[src/rtl/pc_next_sequencer.sv]
// rtl/pc_next_sequencer.sv - next-PC select with return-address stack and run/halt FSM
// Optional macro PC_SEQ_STACK_CHECK_EN: sticky stack error flags that also halt the sequencer.
module pc_next_sequencer #(
  parameter int PC_WIDTH     = 11,
  parameter int DEPTH        = 4,
  parameter int OFFSET_WIDTH = 8
) (
  input  logic                         clock,
  input  logic                         reset,
  input  logic                         stall,
  input  logic [2:0]                   op,
  input  logic                         cond,
  input  logic [OFFSET_WIDTH-1:0]      offset,
  input  logic [PC_WIDTH-1:0]          target,
  input  logic [PC_WIDTH-1:0]          pc_current,
  output logic [PC_WIDTH-1:0]          pc_next,
  output logic                         halted,
  output logic [$clog2(DEPTH+1)-1:0]   stack_depth,
  output logic                         stack_overflow,
  output logic                         stack_underflow
);

  localparam int SW = $clog2(DEPTH + 1);
  localparam int AW = $clog2(DEPTH);

  localparam logic [2:0] OP_BRANCH = 3'd1;
  localparam logic [2:0] OP_JUMP   = 3'd2;
  localparam logic [2:0] OP_CALL   = 3'd3;
  localparam logic [2:0] OP_RET    = 3'd4;
  localparam logic [2:0] OP_HALT   = 3'd5;

  typedef enum logic {S_RUN, S_HALTED} state_t;

  state_t              state_q, state_d;
  logic [SW-1:0]       depth_q, depth_d;
  logic [PC_WIDTH-1:0] stack_q [DEPTH];
  logic [PC_WIDTH-1:0] inc, br_tgt, top;
  logic [AW-1:0]       top_idx, push_idx;
  logic                full, empty, active, push_en;

  assign inc      = pc_current + 1'b1;
  assign br_tgt   = inc + PC_WIDTH'($signed(offset));
  assign full     = (depth_q == SW'(DEPTH));
  assign empty    = (depth_q == '0);
  // Ops only take effect when running, unstalled and out of reset
  assign active   = !reset && !stall && (state_q == S_RUN);
  assign top_idx  = AW'(depth_q - 1'b1);
  assign push_idx = AW'(depth_q);
  assign top      = stack_q[top_idx];

`ifdef PC_SEQ_STACK_CHECK_EN
  logic ovf_evt, unf_evt, ovf_q, ovf_d, unf_q, unf_d;
  assign ovf_evt = active && (op == OP_CALL) && full;
  assign unf_evt = active && (op == OP_RET) && empty;
  assign ovf_d   = ovf_q | ovf_evt;
  assign unf_d   = unf_q | unf_evt;

  always_ff @(posedge clock) begin
    if (reset) begin
      ovf_q <= 1'b0;
      unf_q <= 1'b0;
    end else begin
      ovf_q <= ovf_d;
      unf_q <= unf_d;
    end
  end

  assign stack_overflow  = ovf_q;
  assign stack_underflow = unf_q;
`else
  assign stack_overflow  = 1'b0;
  assign stack_underflow = 1'b0;
`endif

  always_comb begin
    pc_next = inc;
    state_d = state_q;
    depth_d = depth_q;
    push_en = 1'b0;
    if (reset) begin
      pc_next = '0;
    end else if (!active) begin
      pc_next = pc_current;
    end else begin
      case (op)
        OP_BRANCH: if (cond) pc_next = br_tgt;
        OP_JUMP:   pc_next = target;
        OP_CALL: begin
          pc_next = target;
          if (!full) begin
            push_en = 1'b1;
            depth_d = depth_q + 1'b1;
          end
        end
        OP_RET: begin
          if (!empty) begin
            pc_next = top;
            depth_d = depth_q - 1'b1;
          end
        end
        OP_HALT: begin
          pc_next = pc_current;
          state_d = S_HALTED;
        end
        default: ;
      endcase
    end
`ifdef PC_SEQ_STACK_CHECK_EN
    if (ovf_evt || unf_evt) state_d = S_HALTED;
`endif
  end

  always_ff @(posedge clock) begin
    if (reset) begin
      state_q <= S_RUN;
      depth_q <= '0;
    end else begin
      state_q <= state_d;
      depth_q <= depth_d;
    end
  end

  always_ff @(posedge clock) begin
    if (push_en) stack_q[push_idx] <= inc;
  end

  assign halted      = (state_q == S_HALTED);
  assign stack_depth = depth_q;

endmodule

[config.mk]
export PLATFORM = sky130hd
export DESIGN_NAME = pc_next_sequencer
export DESIGN_NICKNAME = d
export VERILOG_FILES = /design/src/rtl/pc_next_sequencer.sv
export SDC_FILE = /design/constraint.sdc
export NUM_CORES = 1
export LEC_CHECK = 0
export ABC_AREA = 1
export CAP_MARGIN = 25
export CORE_ASPECT_RATIO = 0.7
export CORE_MARGIN = 3
export CORE_UTILIZATION = 49
export DETAILED_ROUTE_END_ITERATION = 12
export PLACE_DENSITY = 0.8
export SYNTH_ARGS = -nofsm -noshare
export SYNTH_HDL_FRONTEND = slang
export SYNTH_SLANG_ARGS = --single-unit
[constraint.sdc]
create_clock -name clock -period 2.8 [get_ports clock]
set_input_delay 0.56 -clock clock [delete_from_list [all_inputs] [get_ports clock]]
set_output_delay 0.56 -clock clock [all_outputs]
set_load 0.02 [all_outputs]
# Word level (Yosys, flattened, before mapping)
# Memories as Yosys holds them, arrays and structs flattened.
# Index checks and enable logic that the tools add are counted.
# op_classes
addsub	4
eq_ne	8
mux	14
bitwise	1
reduce_logical	9
# op_table
op	n
11-bit two-way mux	4
11-bit case mux with 4 select lines	1
11-bit by 1-bit adder with 11-bit output (second input constant)	1
11-bit adder	1
3-bit equality test (second input constant)	3
3-bit by 2-bit equality test with 1-bit output (second input constant)	2
1-bit two-way mux	6
3-bit two-way mux	2
3-bit case mux with 2 select lines	1
2-bit inequality test (second input constant)	2
4-bit AND reduction	1
3-bit by 1-bit adder with 3-bit output (second input constant)	1
3-bit by 1-bit equality test with 1-bit output (second input constant)	1
3-bit logical NOT	1
3-bit by 1-bit subtractor with 3-bit output (second input constant)	1
1-bit logical AND	2
1-bit logical NOT	2
2-bit AND reduction	1
2-bit nonzero test	1
2-bit OR reduction	1
1-bit NOT	1
# totals
reg_bits	4
ram_bits	44
input_bits	37
out_inout_bits	17
elab_cells	39
memories	1
# memory_table
name	depth	width	read_ports	rd_clocked_by_memory_dff	write_ports	line_no	text
stack_q	4	11	1	0	1	36	logic [PC_WIDTH-1:0] stack_q [DEPTH];

# Depth between registers and ports, before layout
# logic_depth
word_depth	7
depth_mapped	19

# Worst setup path after synthesis
# Ideal clock, no wire load.
# synth_path
path_kind	input-to-output
startpoint	input port pc_current[0]
endpoint	output port pc_next[9]
t_arrival_ns	2.570
required_time_ns	2.240
path_slack_ns	-0.330
stages	15
path_buffers	0
cell_sequence	ha_1 nand2_1 nor2_2 nand3_1 xor2_1 inv_1 ha_1 a21o_1 a21oi_1 nand3_1 nand2_1 nand3_1 nand2_1 a21oi_1 nor2_1
# synth_via
elab_chain_len	6
# synth_rtl
element	line_no	text
start, declared	15	input logic [PC_WIDTH-1:0] pc_current,
11-bit by 1-bit adder with 11-bit output	41	assign inc = pc_current + 1'b1;
net inc[6]	37	logic [PC_WIDTH-1:0] inc, br_tgt, top;
11-bit adder	42	assign br_tgt = inc + PC_WIDTH'($signed(offset));
11-bit two-way mux	86	OP_BRANCH: if (cond) pc_next = br_tgt;
11-bit case mux with 4 select lines	85	case (op)
11-bit two-way mux	82	end else if (!active) begin
11-bit two-way mux	80	if (reset) begin
end, declared	16	output logic [PC_WIDTH-1:0] pc_next,
# The timed path passes the listed nets, and every way through them passes these cells.

# Worst setup path in the final report
# layout_path
startpoint	input port pc_current[0]
endpoint	output port pc_next[6]
# Same word-level chain as after synthesis.

==> metrics.txt <==
max-cap violations 0; first-pass GRT wire length ~19 mm; die area ~7700 µm²; WP data arrival 2.72 ns; Layout area overhead 66.1%; hold path start stack_depth[2]; syn avg cell area 8.00 µm²; initial antenna violation count 0; total grt overflow 0; dpl cells 633; Clk Latency, worst-skew pair 0.31 ns; grt met2 use 0.541; clock skew 0.0113 ns; fin nets 631; number of buffers added on ports 51; status finished, violations left; GRT busiest layer met2; reg-to-reg endpoint stack_q[1][7]; share of layout cells above drive strength 1 0.447; Critical Path RT 2.24 ns; CTS root buf clkbuf_8; worst reg-to-reg path cell count 7; flop-to-flop setup slack 0.86 ns; R2R Path Start stack_depth[0]; CTS tree built; CP Class input port to primary output; DRC viols 0; Antenna Cells 0; yosys warns 0; most frequent cells in the layout buf_4, nand2_1, edfxtp_1, inv_1, nand3_1; Final min period 3.28 ns; final setup fails 9; Die Wd about 100 µm; Ports 54; Detail Placement HPWL 8.04 mm; Cell Pwr Density between 300 and 400 nW/µm²; Num CTS Buffers 5; gr usage total 0.324; worst IR drop on VDD 0.358 mV; cell area after synthesis 3270 µm²; Internal 0.00131 W; num rows 24; Reg power frac 0.402; setup ws final -0.478 ns; post-detailed-route count of antenna-violating nets 0; crit path max fanout 4; Die Height ~74 µm; final wirelength 14.4 mm; drt via density 6.10; fin crit share 1.17; Non-Filler Instances 668; critical path endpoint category primary output; global placement routability congestion 1.06; Final Hold Fails 0; DRT Pass-1 Iters 7; # clock sinks 48; DRT iter0 DRCs 431; Hold/Removal Path Class register to register; vias in the first global route around 3700; largest net degree at the start of global routing 26; H-tree levels 2; WL/cell 21.6 µm; Net Sw Frac 0.332; register bit total from synthesis 48; Comb power frac 0.391; Max Slew Vio Count 0; hold buffers post-CTS 0; clk slew on worst S/H paths around 0.080 ns; failing checks negative setup slack; clock power share 0.207; met3 Use GR 0.101; Clock Path Buffers 2; Net Switching 0.000653 W; leakage power 2.38 nW; Min Hold Slack 0.559 ns; commonest non-fill, non-tap cell in the layout buf_4; Mapped Cells slightly above 400; hold path endpoint stack_depth[2]; Worst Hold Depth 2; core area 6340 µm²; initial core utilization 0.516; startpoint types input port; sequential share of the synthesized area 0.428; via count 4073; Fmax achieved 305 MHz; RSZ-0062 raised after global routing yes; Yosys cell types 38; met1 global-route usage 0.397
==> power by group through the flow <==
stage | clock [W] | sequential (W) | combinational (W)
final | 0.000408 | 0.000790 | 0.000769
after global routing | 0.000445 | 0.000790 | 0.000800
after CTS | 0.000405 | 0.000789 | 0.000635
after detailed placement | 0 | 0.000806 | 0.000529
after global placement | 0 | 0.000806 | 0.000518
after floorplan | 0 | 0.000808 | 0.000248
==> worst max-delay path by stage <==
stage | start | end | slack (ns) | cells past startpoint
global route | pc_current[0] | pc_next[9] | -0.58 | 17
finish | pc_current[0] | pc_next[6] | -0.48 | 17
floorplan | pc_current[0] | pc_next[9] | -0.07 | 15
detailed placement | pc_current[0] | pc_next[7] | -1.41 | 16
CTS | pc_current[0] | pc_next[10] | -0.29 | 20
global placement | pc_current[0] | pc_next[7] | -1.32 | 17
==> layout make-up <==
class                           instances  area, µm²
Fill cell                             319        905
Timing Repair Buffer                  169       1470
Sequential cell                        48       1400
Clock buffer                            6       72.6
Multi-Input combinational cell        297       2140
Tap cell                               91        114
Inverter                               55        228
Clock inverter                          2       12.5
==> registers in the layout, summed over array words and instances (netlist names) <==
name	count
halted	1
stack_q	44
stack_depth	3
==> per-stage QoR <==
step	setup slack, ns	TNS [ns]	cell area, µm²	total power [W]	util
5_1_grt	-0.581	-3.84	5430	0.00203	0.857
2_1_floorplan	-0.0743	-0.204	3340	0.00106	-
4_1_cts	-0.288	-1.81	5170	0.00183	0.815
3_5_place_dp	-1.41	-12.65	4600	0.00133	0.727
6_report	-0.478	-3.19	5430	0.00197	0.857
3_3_place_gp	-1.32	-12.03	4600	0.00132	0.727
==> Yosys cell counts (all sizes together) <==
library cell,number,share of area
a221oi,3,0.0099
xor2,7,0.019
o31ai,1,0.0023
ha,17,0.065
o22ai,3,0.0057
a31oi,2,0.0038
dfxtp,4,0.024
fa,1,0.0061
buf,8,0.015
o21ai,27,0.044
nand4,9,0.017
a21o,1,0.0023
a21oi,36,0.055
nor2,25,0.036
o211ai,1,0.0023
edfxtp,44,0.40
nand3,38,0.058
nor3,5,0.0092
conb,1,0.0011
a211oi,1,0.0023
xnor2,1,0.0027
o21bai,3,0.0069
clkbuf,2,0.0023
a22oi,5,0.011
or2,1,0.0019
inv,55,0.064
nand2,108,0.13
==> worst max-delay path: stages <==
cell	delay [ns]
buf_8	0.11
buf_12	0.12
nand3_4	0.08
buf_6	0.11
xor2_2	0.18
inv_2	0.08
ha_4	0.31
nand2_2	0.07
nand2_2	0.09
a21oi_2	0.05
o21ai_2	0.22
a21oi_1	0.11
o21ai_1	0.15
o211ai_1	0.14
nand2_1	0.13
nand2_2	0.06
buf_6	0.13
==> routing by layer <==
metal / vias to the layer above / wire length, µm
met4: 0 / 1030
met1: 1875 / 5030
li1: 1725 / -
met3: 124 / 1700
met5: - / 0
met2: 349 / 6630
==> kinds of logic after synthesis <==
kind of cell	Yosys count	share of synthesized area
and+or+nand+nor	186	0.251
AOI/OAI and AO/OA	83	0.146
buffers and inverters	65	0.0807
DFF	48	0.428
adders and majority gates	18	0.0712
xor gates and xnor gates	8	0.0214
other	1	0.00115
==> repair_timing <==
item,4_1_cts,5_1_grt
resized for setup,174,61
setup buffers,19,8
cloned,0,0
pin swaps,43,35
setup endpoints to repair,11,11
Power figures use the tool's default switching activity.
